## config.mk

```make
export PLATFORM = sky130hd
export DESIGN_NAME = fea_step_sequencer
export DESIGN_NICKNAME = d
export VERILOG_FILES = /design/src/rtl/fea_ctrl_pkg.sv /design/src/rtl/fea_cfg_regs.sv /design/src/rtl/fea_step_sequencer.sv
export SDC_FILE = /design/constraint.sdc
export NUM_CORES = 1
export LEC_CHECK = 0
export BUFFER_PORTS_ARGS = -buffer_cell sky130_fd_sc_hd__buf_2
export CORE_ASPECT_RATIO = 2
export CORE_MARGIN = 3
export CORE_UTILIZATION = 57
export DETAILED_ROUTE_END_ITERATION = 10
export GPL_ROUTABILITY_DRIVEN = 1
export PLACE_DENSITY = 0.81
export SLEW_MARGIN = 20
export SYNTH_ARGS = -nofsm -noshare
export SYNTH_HDL_FRONTEND = slang
export SYNTH_SLANG_ARGS = --single-unit
```

## constraint.sdc

```tcl
create_clock -name clk -period 6.8 [get_ports clk]
set_clock_uncertainty 0.1 [all_clocks]
set_input_delay 0.68 -clock clk [delete_from_list [all_inputs] [get_ports clk]]
set_output_delay 0.68 -clock clk [all_outputs]
set_load 0.05 [all_outputs]
```

## src/rtl/fea_ctrl_pkg.sv

```systemverilog
// Shared types, config address map and the saturating |a-b| helper for the FEA step sequencer.
package fea_ctrl_pkg;

  typedef enum logic [2:0] {
    StIdle,
    StInit,
    StStep,
    StSettle,
    StCheck,
    StDone
  } state_e;

  localparam logic [2:0] AddrKval     = 3'd0;
  localparam logic [2:0] AddrDt       = 3'd1;
  localparam logic [2:0] AddrLeft     = 3'd2;
  localparam logic [2:0] AddrRight    = 3'd3;
  localparam logic [2:0] AddrMaxSteps = 3'd4;
  localparam logic [2:0] AddrTol      = 3'd5;

  // Signed wrap-around difference; the most negative value clamps to the largest positive.
  function automatic logic [31:0] abs_diff_sat(input logic [31:0] a, input logic [31:0] b);
    logic [31:0] d;
    d = a - b;
    if (!d[31]) return d;
    if (d == 32'h8000_0000) return 32'h7FFF_FFFF;
    return (~d) + 32'd1;
  endfunction

endpackage

```

## src/rtl/fea_cfg_regs.sv

```systemverilog
// Solver configuration register file; writes are dropped while a run is in progress.
module fea_cfg_regs
  import fea_ctrl_pkg::*;
#(
  parameter int unsigned CntW = 16
) (
  input  logic            clk,
  input  logic            rst_n,
  input  logic            we_i,
  input  logic [2:0]      addr_i,
  input  logic [31:0]     wdata_i,
  input  logic            lock_i,
  output logic [31:0]     kval_o,
  output logic [31:0]     dt_o,
  output logic [31:0]     left_endpt_o,
  output logic [31:0]     right_endpt_o,
  output logic [CntW-1:0] max_steps_o,
  output logic [31:0]     tol_o
);

  logic [31:0]     kval_q, dt_q, left_q, right_q, tol_q;
  logic [CntW-1:0] max_steps_q;

  always_ff @(posedge clk or negedge rst_n) begin
    if (!rst_n) begin
      kval_q      <= '0;
      dt_q        <= '0;
      left_q      <= '0;
      right_q     <= '0;
      max_steps_q <= '0;
      tol_q       <= '0;
    end else if (we_i && !lock_i) begin
      case (addr_i)
        AddrKval:     kval_q      <= wdata_i;
        AddrDt:       dt_q        <= wdata_i;
        AddrLeft:     left_q      <= wdata_i;
        AddrRight:    right_q     <= wdata_i;
        AddrMaxSteps: max_steps_q <= wdata_i[CntW-1:0];
        AddrTol:      tol_q       <= wdata_i;
        default:      ;
      endcase
    end
  end

  assign kval_o        = kval_q;
  assign dt_o          = dt_q;
  assign left_endpt_o  = left_q;
  assign right_endpt_o = right_q;
  assign max_steps_o   = max_steps_q;
  assign tol_o         = tol_q;

endmodule

```

## src/rtl/fea_step_sequencer.sv

```systemverilog
// Time-step controller: init / update / settle / check loop with early stop on convergence.
module fea_step_sequencer
  import fea_ctrl_pkg::*;
#(
  parameter int unsigned CntW      = 16,
  parameter int unsigned SettleCyc = 3
) (
  input  logic            clk,
  input  logic            rst_n,
  input  logic            cfg_we_i,
  input  logic [2:0]      cfg_addr_i,
  input  logic [31:0]     cfg_wdata_i,
  input  logic            start_i,
  input  logic            abort_i,
  input  logic [31:0]     mon_val_i,
  output logic            node_init_o,
  output logic            node_en_o,
  output logic [31:0]     kval_o,
  output logic [31:0]     dt_o,
  output logic [31:0]     left_endpt_o,
  output logic [31:0]     right_endpt_o,
  output logic            busy_o,
  output logic            done_o,
  output logic            converged_o,
  output logic [CntW-1:0] step_count_o
);

  localparam int unsigned SetW = (SettleCyc > 1) ? $clog2(SettleCyc) : 1;

  state_e          state_q;
  logic            node_init_q, node_en_q, busy_q, done_q, converged_q, prev_valid_q;
  logic [CntW-1:0] step_count_q;
  logic [SetW-1:0] settle_cnt_q;
  logic [31:0]     prev_mon_q;
  logic [CntW-1:0] max_steps;
  logic [31:0]     tol;
  logic [31:0]     abs_delta;

  fea_cfg_regs #(
    .CntW(CntW)
  ) u_cfg_regs (
    .clk          (clk),
    .rst_n        (rst_n),
    .we_i         (cfg_we_i),
    .addr_i       (cfg_addr_i),
    .wdata_i      (cfg_wdata_i),
    .lock_i       (busy_q),
    .kval_o       (kval_o),
    .dt_o         (dt_o),
    .left_endpt_o (left_endpt_o),
    .right_endpt_o(right_endpt_o),
    .max_steps_o  (max_steps),
    .tol_o        (tol)
  );

  assign abs_delta = abs_diff_sat(mon_val_i, prev_mon_q);

  // Pulse outputs are registered alongside the state they belong to.
  always_ff @(posedge clk or negedge rst_n) begin
    if (!rst_n) begin
      state_q      <= StIdle;
      node_init_q  <= 1'b0;
      node_en_q    <= 1'b0;
      busy_q       <= 1'b0;
      done_q       <= 1'b0;
      converged_q  <= 1'b0;
      prev_valid_q <= 1'b0;
      step_count_q <= '0;
      settle_cnt_q <= '0;
      prev_mon_q   <= '0;
    end else begin
      node_init_q <= 1'b0;
      node_en_q   <= 1'b0;
      done_q      <= 1'b0;
      unique case (state_q)
        StIdle: begin
          if (start_i) begin
            state_q      <= StInit;
            node_init_q  <= 1'b1;
            busy_q       <= 1'b1;
            step_count_q <= '0;
            converged_q  <= 1'b0;
            prev_valid_q <= 1'b0;
          end
        end
        StInit: begin
          if (abort_i || max_steps == '0) begin
            state_q     <= StDone;
            done_q      <= 1'b1;
            converged_q <= 1'b0;
          end else begin
            state_q      <= StStep;
            node_en_q    <= 1'b1;
            step_count_q <= step_count_q + 1'b1;
          end
        end
        StStep: begin
          if (abort_i) begin
            state_q     <= StDone;
            done_q      <= 1'b1;
            converged_q <= 1'b0;
          end else begin
            state_q      <= StSettle;
            settle_cnt_q <= '0;
          end
        end
        StSettle: begin
          if (abort_i) begin
            state_q     <= StDone;
            done_q      <= 1'b1;
            converged_q <= 1'b0;
          end else if (settle_cnt_q == SetW'(SettleCyc - 1)) begin
            state_q <= StCheck;
          end else begin
            settle_cnt_q <= settle_cnt_q + 1'b1;
          end
        end
        StCheck: begin
          prev_mon_q   <= mon_val_i;
          prev_valid_q <= 1'b1;
          if (abort_i) begin
            state_q     <= StDone;
            done_q      <= 1'b1;
            converged_q <= 1'b0;
          end else if (prev_valid_q && abs_delta <= tol) begin
            state_q     <= StDone;
            done_q      <= 1'b1;
            converged_q <= 1'b1;
          end else if (step_count_q == max_steps) begin
            state_q <= StDone;
            done_q  <= 1'b1;
          end else begin
            state_q      <= StStep;
            node_en_q    <= 1'b1;
            step_count_q <= step_count_q + 1'b1;
          end
        end
        StDone: begin
          state_q <= StIdle;
          busy_q  <= 1'b0;
        end
        default: begin
          state_q <= StIdle;
          busy_q  <= 1'b0;
        end
      endcase
    end
  end

  assign node_init_o  = node_init_q;
  assign node_en_o    = node_en_q;
  assign busy_o       = busy_q;
  assign done_o       = done_q;
  assign converged_o  = converged_q;
  assign step_count_o = step_count_q;

endmodule

```

==> flow_metrics.py <==
metrics = {
    "sta": {
        "clock.fmax_mhz": 157,
        "rsz0062_at_grt": "false",
        "setup_viol": 0,
        "layout_min_cycle_time_ns": 6.37,
        "max_slew_margin": 0.261,
        "fin_crit_sh": 0.937,
        "tns_ns": 0,
        "finalMaxSlewViolations": 0,
        "tightest_slew_ns": 1.10,
        "hold_violations": 0,
    },
    "logic_synthesis": {
        "ys_types": 78,
        "synth.avg_cell_area_sq_um": 10.2,
        "synth-compound-area-share": 0.138,
        "ys.flop_type": "dfrtp_1",
        "synth_top_cells_by_count": "dfrtp_1, mux2_2, nand2_1",
        "synth_area_sq_um": 13000,
        "ys_warn_count": 0,
        "synthXorXnorAreaFrac": 0.0442,
        "async_flop_share": 1.00,
        "ys_seq_area_frac": 0.451,
        "synth_mux_area_frac": 0.129,
        "synth_edf_count": 0,
        "post-synth-top-count-cell": "dfrtp_1",
        "synth_top_area_share": 0.451,
        "synth_top_area_cell": "dfrtp_1",
        "netlist_instances": 1277,
        "synthTopCellsByArea": "dfrtp_1, mux2_2, ha_1, o21ai_0, nand2_1",
        "synthSimpleGateAreaFrac": 0.134,
        "synth_top_family_by_area": "compound AO/OA/AOI/OAI gates",
        "synthAdderAreaFrac": 0.0648,
        "synth_fp_nets": 1416,
        "yosys_register_bits": 235,
    },
    "route": {
        "wirelength_mm": 34.0,
        "via_per_inst": 5.91,
        "vias": 10500,
        "drt_iter0_drc": 760,
        "drtAntennaViolNets": 0,
        "wl_per_cell_um": 19.1,
        "firstDrtPassIters": 5,
        "drc_errors": 0,
    },
    "global_routing": {
        "grt_overflow": 0,
        "grt_pass1_vias": 10800,
        "grt_first_pass_wirelength_mm": 53.9,
        "grt_usage": 0.270,
        "grt_start_max_net_pins": 144,
        "grt_antenna_before_repair": 0,
    },
    "run": {
        "cap_violations": 0,
    },
    "floorplan": {
        "rows": 77,
        "die_w_um": 113,
        "initial_core_util": 0.584,
        "chipHeight_um": 220,
        "die_area_sq_um": 24900,
        "core_area_sq_um": 22400,
        "pin_count": 221,
    },
    "setup_path": {
        "end_kind": "register",
        "cp-start-kind": "register",
        "ff2ff_setup_slack_ns": 0.43,
        "cp.arrival_ns": 6.71,
        "path_max_fanout": 20,
        "worst_ep_required_time_ns": 7.14,
        "critical_path_class": "reg -> reg",
    },
    "layout": {
        "fillers": 1715,
        "seqCellArea_sq_um": 5880,
        "area_growth_pct": 15.8,
        "nNetsFinal": 1628,
        "multi_input_comb_area_sq_um": 6670,
        "n_antenna_cell": 0,
        "drive_gt1_frac": 0.305,
    },
    "clock_network": {
        "cts_buffers": 21,
        "cts.repair_timing.setup_buffer_count": 0,
        "insertion_delay_ns": 0.51,
        "ctsHoldBuffers": 0,
        "cts_sinks": 235,
        "cts_tree": "built",
        "clk_pin_slew_ns": 0.07,
        "clock_path_buffers": 3,
        "cts-root-buf": "clkbuf_16",
        "cts_resized": 0,
        "htree_num_levels": 1,
    },
    "place": {
        "port_buffers": 220,
        "dp_hpwl_mm": 26.0,
        "gp_congestion": 0.916,
    },
    "hold_path": {
        "hp-class": "in -> async",
    },
    "outcome": {
        "status": "finished clean",
    },
}
## worst max-delay path, stage by stage (launching register included)
cell and delay (ns):
dfrtp_1 0.32, inv_1 0.08, ha_1 0.28, nor2b_1 0.25, o2111ai_1 0.20, a2111oi_1 0.88
or3_4 0.28, xor2_1 0.13, or4_4 0.56, nor3_4 0.29, and3_4 0.24, nand4_4 0.20
buf_4 0.27, nand2_1 0.09, ha_1 0.26, a21o_1 0.17, nand2_1 0.06, a31oi_1 0.08
o31a_1 0.29, o31ai_1 0.26, a31oi_1 0.19, a21oi_1 0.16, buf_4 0.25, nor2_1 0.12
a21oi_1 0.18, a31o_2 0.13
## area by class of cell
cell class | count | share of cell area
multi-input combinational | 915 | 0.442
tap | 276 | 0.0229
clock inverter | 7 | 0.00455
inverter | 77 | 0.0191
timing repair buffer | 239 | 0.0838
clock buffer | 30 | 0.0390
sequential | 235 | 0.389
## cells in the final DEF, fill, tap and decap left out, types with 3 or more instances in the layout
master / n
nor3_1: 22
and3_1: 8
and2_1: 8
clkbuf_8: 3
a211oi_1: 9
and4_1: 4
xor2_1: 20
mux2_2: 147
o21ai_0: 113
clkbuf_1: 6
nand3b_1: 4
buf_2: 219
clkbuf_16: 21
or3_1: 7
o2111ai_1: 4
nand4_1: 21
a21boi_0: 4
nand2_2: 11
ha_1: 66
buf_4: 18
nand3_1: 32
xnor2_1: 44
o31ai_1: 9
a21o_1: 19
a21oi_1: 59
inv_1: 77
or2_2: 4
o21a_1: 8
a22oi_1: 3
mux2i_1: 3
a31oi_1: 6
nand2_1: 129
nor2b_1: 13
o211ai_1: 8
nor2_1: 51
dfrtp_1: 235
nand2b_1: 9
a31o_2: 4
nor4_1: 7
clkinv_2: 3
## flip-flops by register name, indices dropped and copies added, names as in the netlist, 16 cells and up
register                  cells
u_cfg_regs.tol_o             32
prev_mon_q                   32
u_cfg_regs.dt_o              32
step_count_o                 16
u_cfg_regs.left_endpt_o      32
u_cfg_regs.max_steps_o       16
u_cfg_regs.right_endpt_o     32
u_cfg_regs.kval_o            32
## path summary, 6_finish.rpt
check | start | endpoint | cells past startpoint
setup / recovery | prev_mon_q[1] | step_count_o[8] | 25
hold / removal | rst_n | u_cfg_regs.left_endpt_o[11] | 1
setup reg to reg | prev_mon_q[1] | step_count_o[8] | 25
hold reg to reg | u_cfg_regs.left_endpt_o[5] | u_cfg_regs.left_endpt_o[5] | 1
max in group asynchronous | rst_n | prev_mon_q[27] | 2
min in group clk | mon_val_i[12] | prev_mon_q[12] | 3
## logic make-up after synthesis
family | Yosys count
compound gates | 286
xor+xnor | 65
fa+ha+maj | 67
buf+inv | 127
flops | 235
mux | 150
simple gates | 347
## through the flow
stage	std cells	hold WS (ns)	setup WS, ns	area, sq um	util
final	1779	0.0831	0.429	15100	0.676
after detailed placement	1742	0.387	0.129	14500	0.647
after floorplan	1277	0.284	0.588	13000	-
after global placement	1742	0.382	0.270	14500	0.647
after global routing	1779	0.134	0.0595	15100	0.676
after CTS	1779	0.107	0.539	15100	0.676
## routing by layer
layer  vias up  routed length [um]  track usage
met5         -                   0            0
met1      5157               11600        0.265
met3       111                1130       0.0253
li1       4946                   -            -
met2       298               19600        0.543
met4         0                1660        0.134
Power is not shown: default switching activity piles up to over one toggle a cycle in this logic, so the estimate is an artifact.
